### config.mk
export PLATFORM = sky130hd
export DESIGN_NAME = if_stage
export DESIGN_NICKNAME = d
export VERILOG_FILES = /design/src/rtl/if_stage_pkg.sv /design/src/rtl/if_stage_ifid_reg.sv /design/src/rtl/if_stage.sv
export SDC_FILE = /design/constraint.sdc
export NUM_CORES = 1
export LEC_CHECK = 0
export BUFFER_PORTS_ARGS = -buffer_cell sky130_fd_sc_hd__buf_2
export CAP_MARGIN = 10
export CORE_MARGIN = 1
export CORE_UTILIZATION = 50
export CTS_BUF_LIST = sky130_fd_sc_hd__clkbuf_16
export CTS_CLUSTER_DIAMETER = 100
export DETAILED_ROUTE_END_ITERATION = 8
export PLACE_DENSITY = 0.86
export SETUP_SLACK_MARGIN = 0.2
export SYNTH_ARGS = -nofsm -noshare
export SYNTH_HDL_FRONTEND = slang
export SYNTH_HIERARCHICAL = 1
export SYNTH_SLANG_ARGS = --single-unit
export TNS_END_PERCENT = 20
### constraint.sdc
create_clock -name clk -period 2.5 [get_ports clk]
set_input_delay 0.375 -clock clk [delete_from_list [all_inputs] [get_ports clk]]
set_output_delay 0.375 -clock clk [all_outputs]
set_load 0.01 [all_outputs]
### src/rtl/if_stage_pkg.sv
// Shared constants and types for the instruction-fetch stage.
// Holds the NOP encoding, XLEN, default reset PC and default
// instruction-memory word-address width, plus the IF/ID control encoding.
package if_stage_pkg;

   localparam int          XLEN             = 32;
   localparam logic [31:0] NOP_INST         = 32'h0000_0013; // addi x0, x0, 0
   localparam logic [31:0] DEFAULT_RESET_PC = 32'h0000_0000;
   localparam int          DEFAULT_IMEM_AW  = 8;

   // Per-edge action for the IF/ID pipeline register (reset is a separate input).
   typedef enum logic [1:0] {
      IFID_HOLD   = 2'b00,
      IFID_LOAD   = 2'b01,
      IFID_SQUASH = 2'b10
   } ifid_ctrl_e;

endpackage

### src/rtl/if_stage_ifid_reg.sv
// IF/ID pipeline register.
// Load captures a fetched instruction and its PCs; squash replaces the
// instruction with a NOP and clears valid while keeping the PCs; hold keeps all.
module ifid_reg
   import if_stage_pkg::*;
(
   input  logic             clk,
   input  logic             rst,
   input  ifid_ctrl_e       ctrl,
   input  logic [XLEN-1:0]  fetch_inst,
   input  logic [XLEN-1:0]  fetch_pc,
   input  logic [XLEN-1:0]  fetch_pc4,
   output logic [XLEN-1:0]  ifid_inst,
   output logic [XLEN-1:0]  ifid_pc,
   output logic [XLEN-1:0]  ifid_pc4,
   output logic             ifid_valid
);

   // Register update: reset wins, then the control selected by the fetch stage.
   always_ff @(posedge clk) begin
      if (rst) begin
         ifid_inst  <= NOP_INST;
         ifid_pc    <= '0;
         ifid_pc4   <= '0;
         ifid_valid <= 1'b0;
      end else begin
         case (ctrl)
            IFID_LOAD: begin
               ifid_inst  <= fetch_inst;
               ifid_pc    <= fetch_pc;
               ifid_pc4   <= fetch_pc4;
               ifid_valid <= 1'b1;
            end
            IFID_SQUASH: begin
               ifid_inst  <= NOP_INST;
               ifid_valid <= 1'b0;
            end
            default: begin
               ifid_inst  <= ifid_inst;
               ifid_pc    <= ifid_pc;
               ifid_pc4   <= ifid_pc4;
               ifid_valid <= ifid_valid;
            end
         endcase
      end
   end

endmodule

### src/rtl/if_stage.sv
// Instruction-fetch stage: PC register, instruction-memory addressing and
// IF/ID register control. Fetch latency is one cycle: memory is read
// combinationally from the current PC and the result lands in IF/ID at the
// edge ending that cycle. Edge priority: rst > redirect > stall > advance.
// Optional build macro IF_MISALIGN_CHECK_EN enables the sticky misaligned
// redirect flag; otherwise misalign_err is tied low.
module if_stage
   import if_stage_pkg::*;
#(
   parameter logic [31:0] RESET_PC = DEFAULT_RESET_PC,
   parameter int          IMEM_AW  = DEFAULT_IMEM_AW
) (
   input  logic               clk,
   input  logic               rst,
   input  logic               stall,
   input  logic               redirect,
   input  logic [31:0]        redirect_pc,
   output logic [IMEM_AW-1:0] imem_addr,
   input  logic [31:0]        imem_data,
   output logic [31:0]        ifid_inst,
   output logic [31:0]        ifid_pc,
   output logic [31:0]        ifid_pc4,
   output logic               ifid_valid,
   output logic               misalign_err
);

   logic [XLEN-1:0] pc;
   logic [XLEN-1:0] pc_plus4;
   logic [XLEN-1:0] redirect_target;
   ifid_ctrl_e      ifid_ctrl;

   // Upper PC bits are not seen by the memory, so addresses wrap at 2^IMEM_AW words.
   assign imem_addr       = pc[IMEM_AW+1:2];
   assign pc_plus4        = pc + 32'd4;
   assign redirect_target = {redirect_pc[31:2], 2'b00};

   // PC register: reset, redirect (overrides stall), hold on stall, else advance.
   always_ff @(posedge clk) begin
      if (rst) begin
         pc <= RESET_PC;
      end else if (redirect) begin
         pc <= redirect_target;
      end else if (!stall) begin
         pc <= pc_plus4;
      end
   end

   // IF/ID action select: a redirect squashes the wrong-path fetch even when stalled.
   always_comb begin
      ifid_ctrl = IFID_HOLD;
      if (redirect) begin
         ifid_ctrl = IFID_SQUASH;
      end else if (!stall) begin
         ifid_ctrl = IFID_LOAD;
      end
   end

   ifid_reg u_ifid_reg (
      .clk        (clk),
      .rst        (rst),
      .ctrl       (ifid_ctrl),
      .fetch_inst (imem_data),
      .fetch_pc   (pc),
      .fetch_pc4  (pc_plus4),
      .ifid_inst  (ifid_inst),
      .ifid_pc    (ifid_pc),
      .ifid_pc4   (ifid_pc4),
      .ifid_valid (ifid_valid)
   );

`ifdef IF_MISALIGN_CHECK_EN
   logic misalign_q;

   // Sticky flag: any redirect with nonzero low target bits sets it until reset.
   always_ff @(posedge clk) begin
      if (rst) begin
         misalign_q <= 1'b0;
      end else if (redirect && (redirect_pc[1:0] != 2'b00)) begin
         misalign_q <= 1'b1;
      end
   end

   assign misalign_err = misalign_q;
`else
   // Low target bits are dropped without comment when the check is not built.
   logic unused_redirect_lsbs;
   assign unused_redirect_lsbs = ^redirect_pc[1:0];
   assign misalign_err         = 1'b0;
`endif

endmodule

==> impl_metrics.csv <==
group,metric,value,unit
logic_synthesis,synth_top_family_by_area,"simple AND/OR/NAND/NOR gates",
grt,grt_max_degree,86,
detailed_routing,drt-total-wl,15200,um
placed_design,dp_hpwl,10600,um
logic_synthesis,synthMuxAreaShare,10.5,%
detailed_routing,drc,0,
floorplan,die_area,12800,um2
power_and_ir_drop,p_comb_share,10.9,%
logic_synthesis,synth_edf_count,0,
clocking,cts.clk_slew.worst_paths,0.05,ns
power_and_ir_drop,power_switching,1.26,mW
logic_synthesis,synthArstFlopShare,0,%
detailed_routing,num_vias,5294,
cells_and_area,fin_nets,899,
floorplan,ios,174,
power_and_ir_drop,peakVddDrop,0.433,mV
clocking,cts-hold-fix-buffers,0,
clocking,clockRootBuffer,"clkbuf_16",
logic_synthesis,yosysWarnings,6,
worst_setup_path,worstPathRequired,2.83,ns
cells_and_area,fillers,1021,
worst_setup_path,worst-path-max-fanout,6,
worst_setup_path,cp-start-kind,"register",
power_and_ir_drop,power.clock.fraction,46.1,%
logic_synthesis,synth_ff_type,"dfxtp_1",
sta,hold_viol_final,0,
grt,grt_first_pass_wirelength,24500,um
flow_run,drv_cap,0,
cells_and_area,layout-drive-gt1-share,31.0,%
placed_design,portBuffers,170,
logic_synthesis,synthAdderAreaFrac,0.809,%
sta,final.period_utilization,86.7,%
sta,tightestPinTransition,0.593,ns
worst_setup_path,crit_path_end_kind,"register",
worst_setup_path,cp.arrival,2.50,ns
logic_synthesis,synth_compound_area_share,12.6,%
logic_synthesis,yosys_register_bits,127,
clocking,clk_latency,0.41,ns
worst_setup_path,critPathKind,"reg -> reg",
logic_synthesis,syn_area_per_cell,9.20,um2
clocking,cts_buffer_depth,2,
floorplan,die_width,113,um
clocking,h-tree-depth,4,
placed_design,place.gp.congestion,0.823,
worst_hold_path,min_path_type,"in -> reg",
floorplan,die_height,113,um
grt,antenna_found_initial,5,
sta,rsz0062_at_grt,"no",
detailed_routing,viasPerCell,5.25,
power_and_ir_drop,power.total,5.16,mW
clocking,cts_buffers,17,
logic_synthesis,synthCells,673,
sta,relSlewSlack,60.4,%
logic_synthesis,syn_area,6190,um2
logic_synthesis,synth_cell_types,59,
power_and_ir_drop,intPower,3.90,mW
sta,fmax,461,MHz
sta,setup_tns,0,ns
sta,final.min_clock_period,2.17,ns
logic_synthesis,yosys.area_share.simple,22.1,%
clocking,cts.repair.resized,0,
cells_and_area,area_growth_syn_to_layout,24.4,%
clocking,post-cts-setup-buffer-count,0,
sta,finalSetupViolations,0,
power_and_ir_drop,swShare,24.4,%
detailed_routing,first_pass_iters,4,
grt,overflow,0,
floorplan,start_util,51.3,%
grt,grt_usage,24.5,%
detailed_routing,wire_per_inst,15.1,um
floorplan,core,12100,um2
logic_synthesis,ys_seq_area_share,41.1,%
sta,layout_setup_ws,0.331,ns
power_and_ir_drop,power_frac_seq,43.0,%
power_and_ir_drop,leakagePower,3.31,nW
power_and_ir_drop,p_per_area,669,nW/um2
sta,slew_violations,0,
detailed_routing,drtAntennaViolNets,0,
floorplan,fp-row-count,40,
logic_synthesis,synth-xor-area-share,5.80,%
sta,skew,0.00703,ns
clocking,numClockSinks,127,
grt,grt_pass1_vias,5026,
cells_and_area,n_antenna_cell,0,
placed_design,pre_cts_slack,0.363,ns
clocking,cts_tree,"yes",
outcome,status,"finished clean",
detailed_routing,first_iter_violations,291,
## per-layer routing
| metal | vias up | share of wire, % | track usage (%) |
|---|---|---|---|
| met5 | - | 0.29 | 0 |
| met4 | 8 | 1.7 | 8.95 |
| met3 | 31 | 8.3 | 10.1 |
| met2 | 191 | 46 | 39.0 |
| met1 | 2438 | 43 | 29.6 |
| li1 | 2626 | - | - |
## placed cells by master, fill, tap and decap left out, drive strengths merged, types with 5 or more instances in the layout
| master | count |
|---|---|
| clkinv | 7 |
| a311oi | 5 |
| clkbuf | 17 |
| nand2b | 30 |
| xnor2 | 30 |
| nor3 | 13 |
| nand2 | 58 |
| nor4 | 9 |
| nand3 | 16 |
| a211oi | 12 |
| dfxtp | 127 |
| xor2 | 11 |
| buf | 195 |
| nand4 | 14 |
| nor2 | 101 |
| o22ai | 28 |
| inv | 22 |
| a2111oi | 6 |
| conb | 5 |
| a21oi | 14 |
| mux2i | 65 |
## Yosys cell counts (all sizes together) (3+ instances only)
library cell | count | area share (%)
dfxtp | 127 | 41
nor2 | 101 | 6.1
mux2i | 65 | 11
nand2 | 58 | 3.5
buf | 46 | 4.9
nand2b | 30 | 3.0
xnor2 | 30 | 4.2
o22ai | 28 | 4.9
clkbuf | 18 | 1.2
inv | 17 | 1.0
nand3 | 16 | 1.3
a21oi | 14 | 1.1
nand4 | 14 | 2.0
nor3 | 13 | 1.2
a211oi | 12 | 1.5
xor2 | 11 | 1.6
nor4 | 9 | 1.6
a2111oi | 6 | 1.5
a311oi | 5 | 0.71
and4 | 4 | 0.57
ha | 4 | 0.81
nor3b | 4 | 0.49
a31oi | 3 | 0.30
and3 | 3 | 0.30
o21ai | 3 | 0.24
o31a | 3 | 0.42
or2 | 3 | 0.30
## final timing paths
| kind | start | endpoint | slack [ns] | depth (start not counted) |
|---|---|---|---|---|
| setup / recovery | pc[3] | pc[22] | 0.33 | 5 |
| hold / removal | redirect_pc[3] | pc[3] | 0.20 | 3 |
| setup reg to reg | pc[3] | pc[22] | 0.33 | 5 |
| hold reg to reg | u_ifid_reg/ifid_inst[26] | u_ifid_reg/ifid_inst[26] | 0.46 | 2 |
## metrics by stage
stage / utilization, % / instances / cell area, um2 / hold slack [ns]
floorplan: - / 677 / 6200 / 0.458
finish: 63.8 / 1008 / 7700 / 0.197
CTS: 63.8 / 1008 / 7690 / 0.176
detailed placement: 59.1 / 976 / 7130 / 0.449
global route: 63.8 / 1008 / 7700 / 0.204
global placement: 59.1 / 976 / 7130 / 0.446
## kinds of logic after synthesis
logic type	after synthesis
simple gates	267
flops	127
compound gates	87
buf+inv	81
mux	65
xor+xnor	41
fa+ha+maj	4
other cells	1
## registers in the layout (all words and copies together), names as in the netlist
signal                 count
u_ifid_reg/ifid_pc4       32
u_ifid_reg/ifid_valid      1
u_ifid_reg/ifid_inst      32
pc                        30
u_ifid_reg/ifid_pc        32
## cell type report
| class | instances | area, um2 | share of cell area, % |
|---|---|---|---|
| multi-input cells | 469 | 3240 | 42.1 |
| flip-flops and latches | 127 | 2540 | 33.0 |
| repair buffers | 195 | 1080 | 14.0 |
| clock buffers | 17 | 425 | 5.52 |
| well taps | 168 | 210 | 2.73 |
| clock inverters | 15 | 138 | 1.79 |
| inverters | 17 | 63.8 | 0.829 |
## power groups by stage
| stage | logic [mW] | registers [mW] | clock network (mW) |
|---|---|---|---|
| 2_1_floorplan | 0.389 | 2.24 | 0 |
| 3_3_place_gp | 0.551 | 2.25 | 0 |
| 3_5_place_dp | 0.562 | 2.26 | 0 |
| 4_1_cts | 0.564 | 2.21 | 2.42 |
| 5_1_grt | 0.615 | 2.23 | 2.52 |
| 6_report | 0.562 | 2.22 | 2.38 |
## worst max-delay path: stages (launching register included)
cell	delay (ns)
dfxtp_1	0.44
ha_1	0.28
nand4b_1	0.37
or3_4	0.49
o31a_1	0.27
a221oi_2	0.23
(Power assumes the default switching activity.)
